--- src/rtl/spi_mem_arbiter.sv ---
// spi_mem_arbiter: req/ack arbiter and sequencer in front of the shared SPI flash/PSRAM controller.
// Ports: clk_in/reset_n_in (async active-low); imem_* fetch port (16-bit flash words, one-entry
// fetch buffer); dmem_* data port (8-bit PSRAM read/write); ctl_* command outputs to the
// controller and its data/valid/busy returns. STARVE_LIMIT bounds consecutive data grants
// while a fetch is waiting.
package spi_mem_arbiter_pkg;
    typedef enum logic [1:0] {
        TYPE_IMEM_READ  = 2'd0,
        TYPE_DMEM_READ  = 2'd1,
        TYPE_DMEM_WRITE = 2'd2
    } mem_type_t;
endpackage

module spi_mem_arbiter
    import spi_mem_arbiter_pkg::*;
#(
    parameter int unsigned STARVE_LIMIT = 4
) (
    input  logic        clk_in,
    input  logic        reset_n_in,
    input  logic        imem_req_in,
    input  logic [15:0] imem_addr_in,
    output logic        imem_ack_out,
    output logic [15:0] imem_data_out,
    input  logic        dmem_req_in,
    input  logic        dmem_we_in,
    input  logic [15:0] dmem_addr_in,
    input  logic [7:0]  dmem_wdata_in,
    output logic        dmem_ack_out,
    output logic [7:0]  dmem_rdata_out,
    output logic [15:0] ctl_addr_out,
    output logic        ctl_addr_valid_out,
    output mem_type_t   ctl_mem_type_out,
    output logic [7:0]  ctl_wdata_out,
    input  logic [15:0] ctl_flash_data_in,
    input  logic        ctl_flash_valid_in,
    input  logic [7:0]  ctl_psram_data_in,
    input  logic        ctl_psram_valid_in,
    input  logic        ctl_busy_in
);
    typedef enum logic [1:0] {IDLE, ISSUE, WAIT, RESP} state_t;

    state_t      state_q, state_d;
    logic [3:0]  streak_q, streak_d;
    logic        buf_valid_q, buf_valid_d;
    logic [14:0] buf_addr_q, buf_addr_d;
    logic [15:0] buf_data_q, buf_data_d;
    logic [15:0] addr_q, addr_d;
    mem_type_t   type_q, type_d;
    logic [7:0]  wdata_q, wdata_d;
    logic        valid_q, valid_d;
    logic [15:0] idata_q, idata_d;
    logic [7:0]  rdata_q, rdata_d;
    logic        iack_q, iack_d;
    logic        dack_q, dack_d;
    logic        grant_i, hit;

    assign grant_i = imem_req_in && (!dmem_req_in || streak_q == 4'(STARVE_LIMIT));
    assign hit     = buf_valid_q && buf_addr_q == imem_addr_in[15:1];

    always_comb begin
        state_d     = state_q;
        streak_d    = streak_q;
        buf_valid_d = buf_valid_q;
        buf_addr_d  = buf_addr_q;
        buf_data_d  = buf_data_q;
        addr_d      = addr_q;
        type_d      = type_q;
        wdata_d     = wdata_q;
        valid_d     = 1'b0;
        idata_d     = idata_q;
        rdata_d     = rdata_q;
        iack_d      = 1'b0;
        dack_d      = 1'b0;
        case (state_q)
            IDLE: if (!ctl_busy_in && (imem_req_in || dmem_req_in)) begin
                if (grant_i) begin
                    streak_d = '0;
                    if (hit) begin
                        idata_d = buf_data_q;
                        iack_d  = 1'b1;
                        state_d = RESP;
                    end else begin
                        addr_d  = imem_addr_in;
                        type_d  = TYPE_IMEM_READ;
                        valid_d = 1'b1;
                        state_d = ISSUE;
                    end
                end else begin
                    // A data grant with a fetch waiting implies streak < limit, so this saturates.
                    if (imem_req_in) streak_d = streak_q + 4'd1;
                    addr_d  = dmem_addr_in;
                    type_d  = dmem_we_in ? TYPE_DMEM_WRITE : TYPE_DMEM_READ;
                    wdata_d = dmem_wdata_in;
                    valid_d = 1'b1;
                    state_d = ISSUE;
                end
            end
            ISSUE: state_d = WAIT;
            WAIT: if (type_q == TYPE_IMEM_READ) begin
                if (ctl_flash_valid_in) begin
                    idata_d     = ctl_flash_data_in;
                    buf_data_d  = ctl_flash_data_in;
                    buf_addr_d  = addr_q[15:1];
                    buf_valid_d = 1'b1;
                    iack_d      = 1'b1;
                    state_d     = RESP;
                end
            end else if (type_q == TYPE_DMEM_READ) begin
                if (ctl_psram_valid_in) begin
                    rdata_d = ctl_psram_data_in;
                    dack_d  = 1'b1;
                    state_d = RESP;
                end
            end else if (!ctl_busy_in) begin
                dack_d  = 1'b1;
                state_d = RESP;
            end
            RESP: state_d = IDLE;
        endcase
    end

    always_ff @(posedge clk_in or negedge reset_n_in) begin
        if (!reset_n_in) begin
            state_q     <= IDLE;
            streak_q    <= '0;
            buf_valid_q <= 1'b0;
            buf_addr_q  <= '0;
            buf_data_q  <= '0;
            addr_q      <= '0;
            type_q      <= TYPE_IMEM_READ;
            wdata_q     <= '0;
            valid_q     <= 1'b0;
            idata_q     <= '0;
            rdata_q     <= '0;
            iack_q      <= 1'b0;
            dack_q      <= 1'b0;
        end else begin
            state_q     <= state_d;
            streak_q    <= streak_d;
            buf_valid_q <= buf_valid_d;
            buf_addr_q  <= buf_addr_d;
            buf_data_q  <= buf_data_d;
            addr_q      <= addr_d;
            type_q      <= type_d;
            wdata_q     <= wdata_d;
            valid_q     <= valid_d;
            idata_q     <= idata_d;
            rdata_q     <= rdata_d;
            iack_q      <= iack_d;
            dack_q      <= dack_d;
        end
    end

    assign imem_ack_out       = iack_q;
    assign imem_data_out      = idata_q;
    assign dmem_ack_out       = dack_q;
    assign dmem_rdata_out     = rdata_q;
    assign ctl_addr_out       = addr_q;
    assign ctl_addr_valid_out = valid_q;
    assign ctl_mem_type_out   = type_q;
    assign ctl_wdata_out      = wdata_q;
endmodule

--- config.mk ---
export PLATFORM = sky130hd
export DESIGN_NAME = spi_mem_arbiter
export DESIGN_NICKNAME = d
export VERILOG_FILES = /design/src/rtl/spi_mem_arbiter.sv
export SDC_FILE = /design/constraint.sdc
export NUM_CORES = 1
export LEC_CHECK = 0
export BUFFER_PORTS_ARGS = -buffer_cell sky130_fd_sc_hd__buf_2
export CAP_MARGIN = 20
export CORE_MARGIN = 1.5
export CORE_UTILIZATION = 57
export DETAILED_ROUTE_END_ITERATION = 7
export GPL_TIMING_DRIVEN = 0
export PLACE_DENSITY = 0.91
export SLEW_MARGIN = 20
export SYNTH_ARGS = -nofsm -noshare
export SYNTH_HDL_FRONTEND = slang
export SYNTH_SLANG_ARGS = --single-unit
--- constraint.sdc ---
create_clock -name clk_in -period 5 [get_ports clk_in]
set_clock_uncertainty 0.15 [all_clocks]
set_input_delay 0.5 -clock clk_in [delete_from_list [all_inputs] [get_ports clk_in]]
set_output_delay 0.5 -clock clk_in [all_outputs]
set_load 0.005 [all_outputs]
## Yosys cells after proc, flatten, opt, wreduce, memory -nomap -nowiden

Index checks and enable logic that the tools add are counted.

| storage, ports and cells | value |
|---|---|
| input port bits | 72 |
| output and inout bits | 53 |
| register bits after elaboration | 91 |

| operators by class | value |
|---|---|
| $add $sub $neg | 1 |
| equal/unequal tests | 15 |
| reduce and logical (&&, ||, !) cells | 18 |
| muxes and demuxes | 37 |
| bitwise logic cells | 2 |

Operators with widths:

| kind | count |
|---|---|
| $mux W16 | 7 |
| $pmux W16 S2 | 1 |
| $mux W2 | 11 |
| $eq A15 B15 Y1 | 1 |
| $mux W1 | 14 |
| $ne A2 B2 Y1 const B | 6 |
| $reduce_and A3 Y1 | 4 |
| $mux W4 | 2 |
| $ne A4 B4 Y1 const B | 2 |
| $pmux W2 S4 | 1 |
| $reduce_and A4 Y1 | 2 |
| $reduce_and A6 Y1 | 1 |
| $add A4 B1 Y4 const B | 1 |
| $eq A2 B1 Y1 const B | 2 |
| $eq A2 B2 Y1 const B | 2 |
| $eq A4 B3 Y1 const B | 1 |
| $logic_not A2 Y1 | 2 |
| $reduce_bool A2 Y1 | 2 |
| $logic_and A1 B1 Y1 | 3 |
| $ne A3 B3 Y1 const B | 1 |
| $logic_not A1 Y1 | 2 |
| $logic_or A1 B1 Y1 | 2 |
| $not A1 Y1 | 2 |
| $pmux W1 S2 | 1 |

## Depth between registers and ports, before layout

| depth | value |
|---|---|
| word-level depth | 6 |
| depth in mapped cells | 9 |
| mapped depth without buffers | 7 |

## Worst setup path before layout

OpenSTA, ideal clock, no wires.

| timing | value |
|---|---|
| kind | reg2reg |
| start point | register state_q[0] |
| end point | register idata_q[10], in the netlist imem_data_out[10] |
| arrival | 1.999 ns |
| path buffers | 2 |
| setup slack | 2.713 ns |
| library setup time | 0.138 ns |
| stages on the path, launching flop included | 9 |
| cells stage by stage | dfrtp_1 -> inv_1 -> ha_1 -> clkbuf_1 -> clkbuf_1 -> mux2_2 -> and3b_1 -> a21oi_1 -> o211ai_1 |

| on the way | value |
|---|---|
| cells in the longest elaborated chain, start to end | 3 |
| elaborated cells on any way between the ends | 10 |

RTL lines:

| element | RTL line | RTL |
|---|---|---|
| start: declaration | 43 | `state_t state_q, state_d;` |
| start signal: assignment | 139 | `state_q <= state_d;` |
| $eq A2 B2 Y1 or $logic_not A2 Y1 (tied branches) | 75 | `case (state_q)` |
| $ne A2 B2 Y1 (no source line) or $reduce_bool A2 Y1 (tied branches) | -- |  |
| $reduce_and A6 Y1 (no source line) | -- |  |
| end signal: assignment | 148 | `idata_q <= idata_d;` |
| end: declaration | 52 | `logic [15:0] idata_q, idata_d;` |

Parallel ways exist; a longest one is shown, timed or not.
A chain may end at the register's enable or synchronous reset.

## Worst setup path in the final report

| timing | value |
|---|---|
| start point | register state_q[0] |
| end point | register idata_q[9], in the netlist imem_data_out[9] |

The elaborated chain is that of the path after synthesis.

==> flow_summary.ini <==
[critical_path]
r2r_setup_slack_ns = 2.20
slowest_delay_ns = 0.51
path_max_fanout = 10
critical_path_class = reg2reg
path_cells = inv_1 -> ha_1 -> clkbuf_1 -> clkbuf_1 -> mux2_2 -> and3b_1 -> a21oi_1 -> o211ai_1
cp-endpoint = imem_data_out[9]$_DFFE_PN0P_
r2r-start = state_q[0]$_DFFE_PN0P_
timing.rr.end = imem_data_out[9]$_DFFE_PN0P_
critPathRequiredTime_ns = 5.09
startpoint = state_q[0]$_DFFE_PN0P_
crit_slowest_cell = clkbuf_1
arrival_ns = 2.88
cpMostUsedCell = clkbuf_1
rr_worst_depth = 8
end_kind = flip-flop
worst_setup_path_start_kind = flip-flop

[detailed_routing]
drc_errors = 0
drtIter0Drc = 290
wl_mm = 11.44
via_per_inst = 6.029
num_vias = 3792
avgRoutedWirePerCell_um = 18.19
ant_nets = 0
drt_first_pass_iters = 5

[floorplanning]
initial_core_util_pct = 59.65
die_w_um = 93.62
dieHeight_um = 93.62
core_area_mm2 = 0.007848
num_rows = 32
io_pins = 125
dieArea_mm2 = 0.008765

[clock_network]
cts_hold_buf = 0
cts_setup_buffers = 0
cts_sinks = 91
path_clk_slew_ns = 0.10
cts_inserted_buffers = 9
cts_max_path_buffers = 2
cts_resized = 0
cts_root_buf = clkbuf_8
tritoncts = done
clock_latency_ns = 0.37
h-tree-depth = 3

[synthesis]
ys.flop_type = dfrtp_1
synth_edf_count = 0
synth_simple_gate_area_share_pct = 8.313
synth_mux_area_share_pct = 23.87
synth-xor-area-share_pct = 2.807
yosys.area_share.adder_pct = 1.069
synth-compound-area-share_pct = 12.35
avgSynthCellArea_um2 = 12.13
yosysSeqAreaShare_pct = 48.65
yosysWarnings = 0
yosys_register_bits = 91
ys_types = 43
synth_top_family_by_area = multiplexers
syn_inst = 386
syn_area_mm2 = 0.004681
syn_nets = 462
async_flop_share_pct = 100.0

[job]
maxCapViolCount = 0

[grt]
met1_usage_pct = 35.25
grt_pass1_wl_mm = 18.75
busiest_layer = met2
grt-ovfl-total = 0
antenna_found_initial = 0
grt_use_total_pct = 27.50
grt_pass1_vias = 3893
grt_max_degree = 50
gr-usage-met2_pct = 45.11
use_met3_pct = 6.423

[placement]
place_hpwl_mm = 8.322
post-place-ws_ns = 2.198
place.gp.congestion = 0.8445
dp.cells = 613
port-buffer-count = 124

[hold_path]
min-delay-path-class = in2async

[cells_and_area]
area.growth.synth_to_final_pct = 20.98
fill_cells = 549
final_cells = 629
fin_util_pct = 72.16
final_common_cell = buf_2
drive_gt1_share_pct = 40.80
layout.nets = 598
antenna_cells = 0
mostFrequentLayoutCells = 125 x buf_2, 91 x dfrtp_1, 57 x mux2_2, 32 x mux2_1, 23 x nand2_1

[sta]
finalSetupTns_ns = 0
worst_slew_pin_slew_ns = 0.7417
relSlewSlack_pct = 50.55
fmax_ghz = 0.3576
period_minus_slack_ns = 2.796
period_share_pct = 55.93
slew_violations = 0
fin_hold_ws_ns = -0.004250
fin_ws_ns = 2.204
grt_setup_unrepaired = no
setup_viol = 0
hold_violations = 2

[power_and_ir_drop]
power_density_mw_per_mm2 = 568.6
ir_drop_mv = 0.2807
p_leak_uw = 0.002610

[run_status]
violations = negative hold slack
outcome = finished, violations left
==> cell usage after synthesis, types with 2 or more instances <==
cell	n	area [um^2]
dfrtp_1	91	2277
mux2_2	57	641.9
mux2_1	32	360.4
nand2_1	23	86.33
clkbuf_1	19	71.32
a21oi_1	17	85.08
a31oi_1	17	106.4
a41oi_1	16	140.1
and3b_1	16	140.1
o211ai_1	16	120.1
xor2_1	8	70.07
inv_1	7	26.28
mux2_4	7	105.1
xnor2_1	7	61.31
nor2b_1	5	31.28
o21ai_0	5	25.02
ha_1	4	50.05
buf_1	3	11.26
nand3_1	3	15.01
nor2_1	3	11.26
o21ai_1	3	15.01
and3_1	2	12.51
buf_2	2	10.01
nand4_1	2	12.51
nor4_4	2	42.54
o22ai_1	2	12.51
==> cells by family (layout without fill, tap and decap cells) <==
kind of cell | Yosys count | in the layout
buf+inv | 33 | 174
simple gates | 62 | 62
mux | 97 | 97
flops | 91 | 91
fa+ha+maj | 4 | 4
compound gates | 84 | 84
xor+xnor | 15 | 15
==> how the worst min path moves through the flow <==
stage / startpoint / endpoint / slack [ns] / depth (start not counted)
detailed placement: buf_valid_q$_DFFE_PN0P_ / buf_valid_q$_DFFE_PN0P_ / 0.31 / 1
global route: reset_n_in / imem_data_out[3]$_DFFE_PN0P_ / 0.03 / 1
floorplan: reset_n_in / buf_addr_q[0]$_DFFE_PN0P_ / 0.05 / 0
finish: reset_n_in / imem_data_out[3]$_DFFE_PN0P_ / -0.004 / 1
CTS: reset_n_in / imem_ack_out$_DFF_PN0_ / 0.02 / 1
global placement: buf_valid_q$_DFFE_PN0P_ / buf_valid_q$_DFFE_PN0P_ / 0.30 / 1
==> worst max-delay path, delay by kind of cell, from the launching register on <==
kind	cells	cell delay, ns
and+or+nand+nor	1	0.19
muxes	1	0.43
AOI/OAI and AO/OA	2	0.22
DFF	1	0.40
buffers and inverters	3	1.07
adders and majority gates	1	0.21
==> metrics by stage <==
| stage | instance area (um^2) | hold slack, ns | power [uW] |
|---|---|---|---|
| 6_report | 5663 | -0.004250 | 3220 |
| 5_1_grt | 5663 | 0.03297 | 3434 |
| 4_1_cts | 5663 | 0.01818 | 3223 |
| 3_5_place_dp | 5451 | 0.3130 | 2684 |
| 3_3_place_gp | 5429 | 0.3009 | 2570 |
| 2_1_floorplan | 4681 | 0.05441 | 2194 |
==> layout make-up <==
class	count	area [um^2]	area share, %
tap	102	127.6	2.254
timing repair buffer	125	643.1	11.36
multi-input combinational	262	2266	40.01
sequential	91	2277	40.21
buffer	26	111.4	1.966
clock inverter	7	87.58	1.547
inverter	7	26.28	0.4640
clock buffer	9	123.9	2.187
==> metal layers <==
metal / share of wire, % / wire length (um)
met1: 40 / 4572
met2: 50 / 5697
met3: 8.5 / 976
met4: 1.7 / 197
met5: 0 / 0
==> state kept, by name, indices dropped and copies added (netlist names), 4 cells and up <==
register and count:
buf_data_q 16, ctl_addr_out 16, imem_data_out 16, buf_addr_q 15
ctl_wdata_out 8, dmem_rdata_out 8, streak_q 4
==> power breakdown <==
part | leakage, uW | internal [uW] | switching (uW) | total [uW]
logic | 0.00143 | 707 | 706 | 1410
registers | 0.00107 | 1060 | 210 | 1270
clock network | 0.000109 | 244 | 292 | 537
Power figures use the tool's default switching activity.
